`src/rtl/opll_bus_writer.sv`:
```
// OPLL host write-bus master: buffers (register, value) requests and replays each
// as an address write then a data write, honouring the chip's post-write recovery gaps.
module opll_bus_writer #(
   parameter int STROBE_LEN = 2,
   parameter int ADDR_WAIT  = 12,
   parameter int DATA_WAIT  = 84,
   parameter int FIFO_DEPTH = 4
) (
   input  logic                        clk,
   input  logic                        rst_n,
   input  logic                        i_valid,
   output logic                        o_ready,
   input  logic [7:0]                  i_addr,
   input  logic [7:0]                  i_data,
   output logic [7:0]                  o_D,
   output logic                        o_A0,
   output logic                        o_CS_n,
   output logic                        o_WR_n,
   output logic                        o_busy,
   output logic [$clog2(FIFO_DEPTH):0] o_level
);
   localparam int PTR_W  = $clog2(FIFO_DEPTH);
   localparam int LVL_W  = PTR_W + 1;
   localparam int MAX_SA = (STROBE_LEN > ADDR_WAIT) ? STROBE_LEN : ADDR_WAIT;
   localparam int MAX_N  = (MAX_SA > DATA_WAIT) ? MAX_SA : DATA_WAIT;
   localparam int CNT_W  = $clog2(MAX_N + 1);

   localparam logic [CNT_W-1:0] STROBE_LOAD = CNT_W'(STROBE_LEN - 1);
   localparam logic [CNT_W-1:0] ADDR_LOAD   = CNT_W'(ADDR_WAIT - 1);
   localparam logic [CNT_W-1:0] DATA_LOAD   = CNT_W'(DATA_WAIT - 1);
   localparam logic [LVL_W-1:0] FULL_LEVEL  = LVL_W'(FIFO_DEPTH);

   typedef enum logic [2:0] {
      IDLE, SETUP_A, STROBE_A, WAIT_A, SETUP_D, STROBE_D, WAIT_D
   } state_t;

   state_t           state_reg, state_next;
   logic [CNT_W-1:0] cnt_reg, cnt_next;
   logic [7:0]       d_reg, d_next;
   logic             a0_reg, a0_next;
   logic             strobe_n_reg, strobe_n_next;
   logic [7:0]       data_hold_reg, data_hold_next;

   logic [15:0]      fifo_mem [FIFO_DEPTH];
   logic [PTR_W-1:0] wr_ptr_reg, rd_ptr_reg;
   logic [LVL_W-1:0] level_reg;
   logic [15:0]      head;
   logic             push, pop;

   assign o_ready = (level_reg != FULL_LEVEL);
   assign push    = i_valid & o_ready;
   assign head    = fifo_mem[rd_ptr_reg];

   always_ff @(posedge clk) begin
      if (push)
         fifo_mem[wr_ptr_reg] <= {i_addr, i_data};
   end

   always_ff @(posedge clk or negedge rst_n) begin
      if (!rst_n) begin
         wr_ptr_reg <= '0;
         rd_ptr_reg <= '0;
         level_reg  <= '0;
      end else begin
         if (push)
            wr_ptr_reg <= wr_ptr_reg + 1'b1;
         if (pop)
            rd_ptr_reg <= rd_ptr_reg + 1'b1;
         if (push && !pop)
            level_reg <= level_reg + 1'b1;
         else if (pop && !push)
            level_reg <= level_reg - 1'b1;
      end
   end

   always_ff @(posedge clk or negedge rst_n) begin
      if (!rst_n) begin
         state_reg     <= IDLE;
         cnt_reg       <= '0;
         d_reg         <= '0;
         a0_reg        <= 1'b0;
         strobe_n_reg  <= 1'b1;
         data_hold_reg <= '0;
      end else begin
         state_reg     <= state_next;
         cnt_reg       <= cnt_next;
         d_reg         <= d_next;
         a0_reg        <= a0_next;
         strobe_n_reg  <= strobe_n_next;
         data_hold_reg <= data_hold_next;
      end
   end

   always_comb begin
      state_next     = state_reg;
      cnt_next       = cnt_reg;
      d_next         = d_reg;
      a0_next        = a0_reg;
      data_hold_next = data_hold_reg;
      pop            = 1'b0;
      case (state_reg)
         IDLE: begin
            if (level_reg != '0) begin
               pop        = 1'b1;
               state_next = SETUP_A;
            end
         end
         SETUP_A: begin
            state_next = STROBE_A;
            cnt_next   = STROBE_LOAD;
         end
         STROBE_A: begin
            if (cnt_reg == '0) begin
               state_next = WAIT_A;
               cnt_next   = ADDR_LOAD;
            end else begin
               cnt_next = cnt_reg - 1'b1;
            end
         end
         WAIT_A: begin
            if (cnt_reg == '0)
               state_next = SETUP_D;
            else
               cnt_next = cnt_reg - 1'b1;
         end
         SETUP_D: begin
            state_next = STROBE_D;
            cnt_next   = STROBE_LOAD;
            d_next     = data_hold_reg;
            a0_next    = 1'b1;
         end
         STROBE_D: begin
            if (cnt_reg == '0) begin
               state_next = WAIT_D;
               cnt_next   = DATA_LOAD;
            end else begin
               cnt_next = cnt_reg - 1'b1;
            end
         end
         WAIT_D: begin
            if (cnt_reg != '0) begin
               cnt_next = cnt_reg - 1'b1;
            end else if (level_reg != '0) begin
               // chain straight into the next write without an IDLE bubble
               pop        = 1'b1;
               state_next = SETUP_A;
            end else begin
               state_next = IDLE;
            end
         end
         default: state_next = IDLE;
      endcase
      if (pop) begin
         d_next         = head[15:8];
         a0_next        = 1'b0;
         data_hold_next = head[7:0];
      end
      strobe_n_next = !((state_next == STROBE_A) || (state_next == STROBE_D));
   end

   assign o_D     = d_reg;
   assign o_A0    = a0_reg;
   assign o_CS_n  = strobe_n_reg;
   assign o_WR_n  = strobe_n_reg;
   assign o_level = level_reg;
   assign o_busy  = (state_reg != IDLE) || (level_reg != '0);

endmodule

```
`config.mk`:
```
export PLATFORM = sky130hd
export DESIGN_NAME = opll_bus_writer
export DESIGN_NICKNAME = d
export VERILOG_FILES = /design/src/rtl/opll_bus_writer.sv
export SDC_FILE = /design/constraint.sdc
export NUM_CORES = 1
export LEC_CHECK = 0
export CAP_MARGIN = 5
export CORE_MARGIN = 4
export CORE_UTILIZATION = 39
export CTS_CLUSTER_DIAMETER = 80
export DETAILED_ROUTE_END_ITERATION = 10
export MAX_ROUTING_LAYER = met4
export PLACE_DENSITY = 0.63
export SYNTH_ARGS = -nofsm -noshare
export SYNTH_HDL_FRONTEND = slang
export SYNTH_SLANG_ARGS = --single-unit
```
`constraint.sdc`:
```
create_clock -name clk -period 2.6 [get_ports clk]
set_input_delay 0.52 -clock clk [delete_from_list [all_inputs] [get_ports clk]]
set_output_delay 0.52 -clock clk [all_outputs]
set_load 0.05 [all_outputs]
```
==> out/qor.yml, run 1 <==
critical_path:
  start_kind: "register"
  cp_data_arrival_time_ns: 2.70
  ff2ff_setup_slack_ns: 0.13
  end_kind: "register"
  critPathMaxFanout: 4
  cp-startpoint: "cnt_reg[0]$_DFFE_PN0P_"
  path_class: "reg -> reg"
  r2r_start: "cnt_reg[0]$_DFFE_PN0P_"
  cp.required_ns: 2.83
pwr:
  power.total_mw: 4.22
  vdd_ir_drop_max_mv: 0.507
  internal-power_mw: 3.08
  pwr-share-seq: 0.482
  p_leak_nw: 1.88
  combPwrFrac: 0.173
  p_per_area_nw_per_um2: 786
  clockPowerShare: 0.345
  switching_share: 0.271
  p_switching_mw: 1.14
drt:
  via_per_inst: 5.71
  wl_per_cell_um: 19.1
  met2RoutedLength_um: 4780
  drtIter0Drc: 254
  drt_wl_total_um: 9230
  m1WireLength_um: 3930
  top_layer: "met4"
  final_antenna_net_count: 0
  drtPass1Iterations: 4
  dr_wl_met3_um: 397
  num_vias: 2758
  drc_errors: 0
timing:
  hold_slack_ns: 0.291
  hold_viol: 0
  fin_skew_ns: 0.00614
  fmax_mhz: 404
  fin_crit_ns: 2.47
  setup_viol: 0
  drv_slew: 0
  timing.final.crit_share: 0.952
  rsz0062_at_grt: "false"
  tightest_slew_ns: 0.869
  max-slew-margin-rel: 0.421
floorplanning:
  die_x_um: 115
  core_um2: 11000
  start_util: 0.404
  die_area_um2: 13200
  ios: 35
  die_h_um: 115
  std_cell_rows: 38
synthesis:
  synth-simple-area-share: 0.0696
  synth_compound_area_frac: 0.120
  seq_area_frac_synth: 0.628
  synth_top_family_by_area: "compound AO/OA/AOI/OAI gates"
  syn_avg_cell_area_um2: 15.2
  ys_types: 57
  ys.flop_type: "edfxtp_1"
  async_reset_ff_frac: 0.354
  synthCells: 293
  ys_warn_count: 0
  synthXorXnorAreaFrac: 0.0137
  synth_fa_ha_area_frac: 0.0258
  muxShareOfSynthArea: 0.111
  ys_seq_elements: 99
  synth_fp_nets: 319
  syn_area_um2: 4460
  synth_edf_count: 64
placed_design:
  port_buffers: 34
  dp.cells: 467
  dp_hpwl_um: 6040
  gp_congestion: 0.888
  place_area_um2: 5040
cells_and_area:
  final_nets: 364
  drive_above_1_share: 0.227
  multi_input_area_um2: 1540
  final_cells: 483
  layout_commonest_cell: "edfxtp_1"
  area_growth_pct: 20.4
  fin_util: 0.487
  final_cell_area_um2: 5370
  antenna_cells: 0
  layout_common_cells: "64 x edfxtp_1, 34 x dfrtp_1, 32 x clkdlybuf4s50_1, 22 x buf_4"
  largest_reg_flops: 64
  n_fill_cell: 953
  ff_latch_area_um2: 2800
clock_network:
  cts_num_sinks: 99
  cts_buffers: 9
  worstSkewPairLatency_ns: 0.34
  clockBufferDepth: 2
  cts_setup_buffers: 0
  ctsHoldBuffers: 0
  clk_pin_slew_ns: 0.07
  cts_tree: "done"
  cts_resized: 0
  htreeDepth: 3
  root_buffer: "clkbuf_16"
job:
  maxCapViolCount: 0
grt:
  grt_antenna_before_repair: 0
  grt_overflow: 0
  grt_pass1_wl_um: 15300
  grt_pass1_vias: 2869
  grt_max_degree: 36
  grt_use_total: 0.156
outcome:
  outcome: "complete, no violations"
worst_hold_path:
  min_path_type: "in -> async"
==> metal layers <==
metal,vias to the layer above,GRT usage
met4,0,0.0462
li1,1252,-
met2,77,0.256
met1,1418,0.194
met3,11,0.0347
met5,-,-
==> area by class of cell <==
type,instances,share of cell area
Inverter,9,0.00629
Timing Repair Buffer,55,0.0914
Sequential cell,99,0.521
Multi-Input combinational cell,164,0.287
Clock inverter,6,0.0182
Tap cell,140,0.0326
Clock buffer,10,0.0427
==> synthesized netlist by cell type, drive strengths merged (6+ instances only) <==
| library cell | number | share of area |
|---|---|---|
| o21ai | 8 | 0.0090 |
| and3 | 6 | 0.0084 |
| inv | 9 | 0.0076 |
| mux4 | 16 | 0.081 |
| clkbuf | 12 | 0.010 |
| nor2 | 10 | 0.0084 |
| buf | 9 | 0.015 |
| edfxtp | 64 | 0.43 |
| nor3 | 7 | 0.0090 |
| ha | 6 | 0.017 |
| a21oi | 10 | 0.011 |
| mux2 | 10 | 0.025 |
| a32o | 16 | 0.036 |
| dfrtp | 34 | 0.19 |
| a21boi | 8 | 0.013 |
| nand2 | 9 | 0.0087 |
==> worst max-delay path, stage by stage, from the launching register on <==
cell	delay (ns)
dfrtp_1	0.41
inv_2	0.11
ha_4	0.15
or3b_1	0.40
o31ai_4	0.30
nand2_4	0.09
ha_4	0.18
inv_2	0.05
fa_1	0.41
mux2_2	0.27
==> path summary, 6_finish.rpt <==
check / endpoint / cells past startpoint
worst min register to register: o_D[1]$_DFFE_PN0P_ / 1
worst max register to register: o_level[1]$_DFFE_PN0P_ / 9
worst min-delay path: cnt_reg[4]$_DFFE_PN0P_ / 1
min in group clk: o_D[1]$_DFFE_PN0P_ / 1
worst max-delay path: o_level[1]$_DFFE_PN0P_ / 9
max in group asynchronous: o_level[0]$_DFFE_PN0P_ / 1
==> metrics by stage <==
| step | worst slack (ns) | setup TNS, ns |
|---|---|---|
| final | 0.125 | 0 |
| after global routing | 0.0147 | 0 |
| after CTS | 0.0818 | 0 |
| after detailed placement | 0.0944 | 0 |
| after global placement | 0.168 | 0 |
| after floorplan | -0.0877 | -0.0877 |
==> kinds of logic (layout without fill, tap and decap cells) <==
kind of cell	after synthesis	count (layout)
flops	99	99
compound gates	66	66
fa+ha+maj	9	9
buf+inv	30	80
simple gates	54	54
mux	28	28
xor+xnor	7	7
==> power by group through the flow <==
stage,logic [mW],clock network [mW],registers (mW)
after floorplan,0.373,0,2.13
after global placement,0.720,0,2.06
after detailed placement,0.745,0,2.07
after CTS,0.747,1.49,2.04
after global routing,0.803,1.55,2.06
final,0.729,1.46,2.03
Note: power is estimated with default switching activity, not from simulation.
==> inputs of run 2 (changes only) <==
Settings changed: PLACE_DENSITY 0.63 to 0.61, RECOVER_POWER set to 50, REMOVE_ABC_BUFFERS set to 1.
Clock period 2.6 ns to 3.1 ns, I/O delays scaled along.
==> out/qor.yml, run 2 (synthesized netlist as in run 1, its figures left out) <==
clock_network:
  clk_pin_slew_ns: 0.07
  cts_buffers: 9
  worstSkewPairLatency_ns: 0.34
  ctsHoldBuffers: 0
  htreeDepth: 3
  cts_resized: 0
  cts_tree: "done"
  cts_num_sinks: 99
  root_buffer: "clkbuf_16"
  clockBufferDepth: 2
  cts_setup_buffers: 0
drt:
  num_vias: 2691
  drtPass1Iterations: 4
  top_layer: "met4"
  dr_wl_met3_um: 482
  met2RoutedLength_um: 4540
  drc_errors: 0
  wl_per_cell_um: 18.9
  final_antenna_net_count: 0
  m1WireLength_um: 3860
  drt_wl_total_um: 8980
  via_per_inst: 5.68
  drtIter0Drc: 187
timing:
  max-slew-margin-rel: -0.359
  rsz0062_at_grt: "false"
  hold_viol: 0
  drv_slew: 36
  fin_tns_setup_ns: 0
  fmax_mhz: 365
  tightest_slew_ns: 2.04
  fin_skew_ns: 0.00818
  timing.final.crit_share: 0.884
  setup_viol: 0
  fin_crit_ns: 2.74
floorplanning:
  start_util: 0.404
  die_x_um: 115
  ios: 35
  core_um2: 11000
  die_h_um: 115
  std_cell_rows: 38
  die_area_um2: 13200
critical_path:
  critPathMaxFanout: 8
  ff2ff_setup_slack_ns: 0.36
  end_kind: "register"
  cp_data_arrival_time_ns: 2.97
  path_class: "reg -> reg"
  start_kind: "register"
  cp_slowest_stage_delay_ns: 0.52
  crit_chain: "inv_1 -> ha_1 -> or3b_1 -> o31ai_4 -> nand2_2 -> ha_1 -> inv_1 -> fa_1 -> mux2_2"
  slowest_stage: "or3b_1"
  cp.required_ns: 3.33
pwr:
  p_per_area_nw_per_um2: 653
  vdd_ir_drop_max_mv: 0.379
  p_leak_nw: 1.82
placed_design:
  port_buffers: 34
  gp_congestion: 0.868
  dp_hpwl_um: 5600
  place_area_um2: 4940
worst_hold_path:
  min_path_type: "reg -> reg"
cells_and_area:
  final_cell_area_um2: 5240
  ff_latch_area_um2: 2800
  multi_input_area_um2: 1510
  layout_common_cells: "64 x edfxtp_1, 34 x dfrtp_1, 17 x dlygate4sd3_1, 16 x mux4_2, 16 x a32o_1"
  layout_commonest_cell: "edfxtp_1"
  final_nets: 355
  area_growth_pct: 17.5
  drive_above_1_share: 0.186
  n_fill_cell: 961
  largest_reg_flops: 64
  antenna_cells: 0
outcome:
  outcome: "finished with violations"
  violations: "max-capacitance violations, max-slew violations"
job:
  maxCapViolCount: 1
grt:
  grt_antenna_before_repair: 0
  grt_pass1_vias: 2811
  grt_max_degree: 36
  grt_use_total: 0.150
  grt_pass1_wl_um: 14800
  grt_overflow: 0
[run 2: final timing paths]
path / startpoint / endpoint / depth (start not counted)
setup / recovery: cnt_reg[0]$_DFFE_PN0P_ / o_level[1]$_DFFE_PN0P_ / 9
hold / removal: o_D[2]$_DFFE_PN0P_ / o_D[2]$_DFFE_PN0P_ / 1
setup reg to reg: cnt_reg[0]$_DFFE_PN0P_ / o_level[1]$_DFFE_PN0P_ / 9
hold reg to reg: o_D[2]$_DFFE_PN0P_ / o_D[2]$_DFFE_PN0P_ / 1
max in group asynchronous: rst_n / o_D[3]$_DFFE_PN0P_ / 1
min in group asynchronous: rst_n / o_level[2]$_DFFE_PN0P_ / 1
[run 2: worst max-delay path, delay by kind of cell (launching register included)]
family	cells	cell delay, ns
AO/OA/AOI/OAI	1	0.31
flip-flops	1	0.40
AND/OR/NAND/NOR	2	0.62
adder cells (fa/ha/maj)	3	0.84
multiplexers	1	0.27
buffers and inverters	2	0.20
[run 2: per-stage QoR]
step                      utilization  power [mW]  setup slack (ns)  std cells  hold slack [ns]
after floorplan                     -        2.08             0.198        272            0.324
after global placement          0.448        2.31             0.444        458            0.502
after detailed placement        0.448        2.33             0.391        458            0.510
after CTS                       0.475        3.47             0.369        474            0.430
after global routing            0.475        3.60             0.227        474            0.558
final                           0.475        3.42             0.359        474            0.531
[run 2: area by class of cell]
class | instances | share of cell area
Sequential cell | 99 | 0.534
Multi-Input combinational cell | 164 | 0.289
Timing Repair Buffer | 46 | 0.0798
Clock buffer | 10 | 0.0437
Tap cell | 140 | 0.0334
Clock inverter | 6 | 0.0138
Inverter | 9 | 0.00645
[run 2: report_power, final]
| group | leakage, nW | internal [mW] | switching (mW) |
|---|---|---|---|
| combinational | 0.699 | 0.208 | 0.369 |
| clock | 0.143 | 0.636 | 0.501 |
| sequential | 0.982 | 1.63 | 0.0755 |
| total | 1.82 | 2.48 | 0.945 |
[run 2: layer usage]
layer | vias up | GRT usage
met5 | - | -
met4 | 0 | 0.0462
met3 | 8 | 0.0374
met2 | 83 | 0.238
met1 | 1364 | 0.192
li1 | 1236 | -
==> inputs of run 3 (changes only) <==
Settings changed: ABC_CLOCK_PERIOD_IN_PS set to 3100.
==> results of run 3 <==
Same layout as run 2: the final DEF is identical, and so are final timing and power.
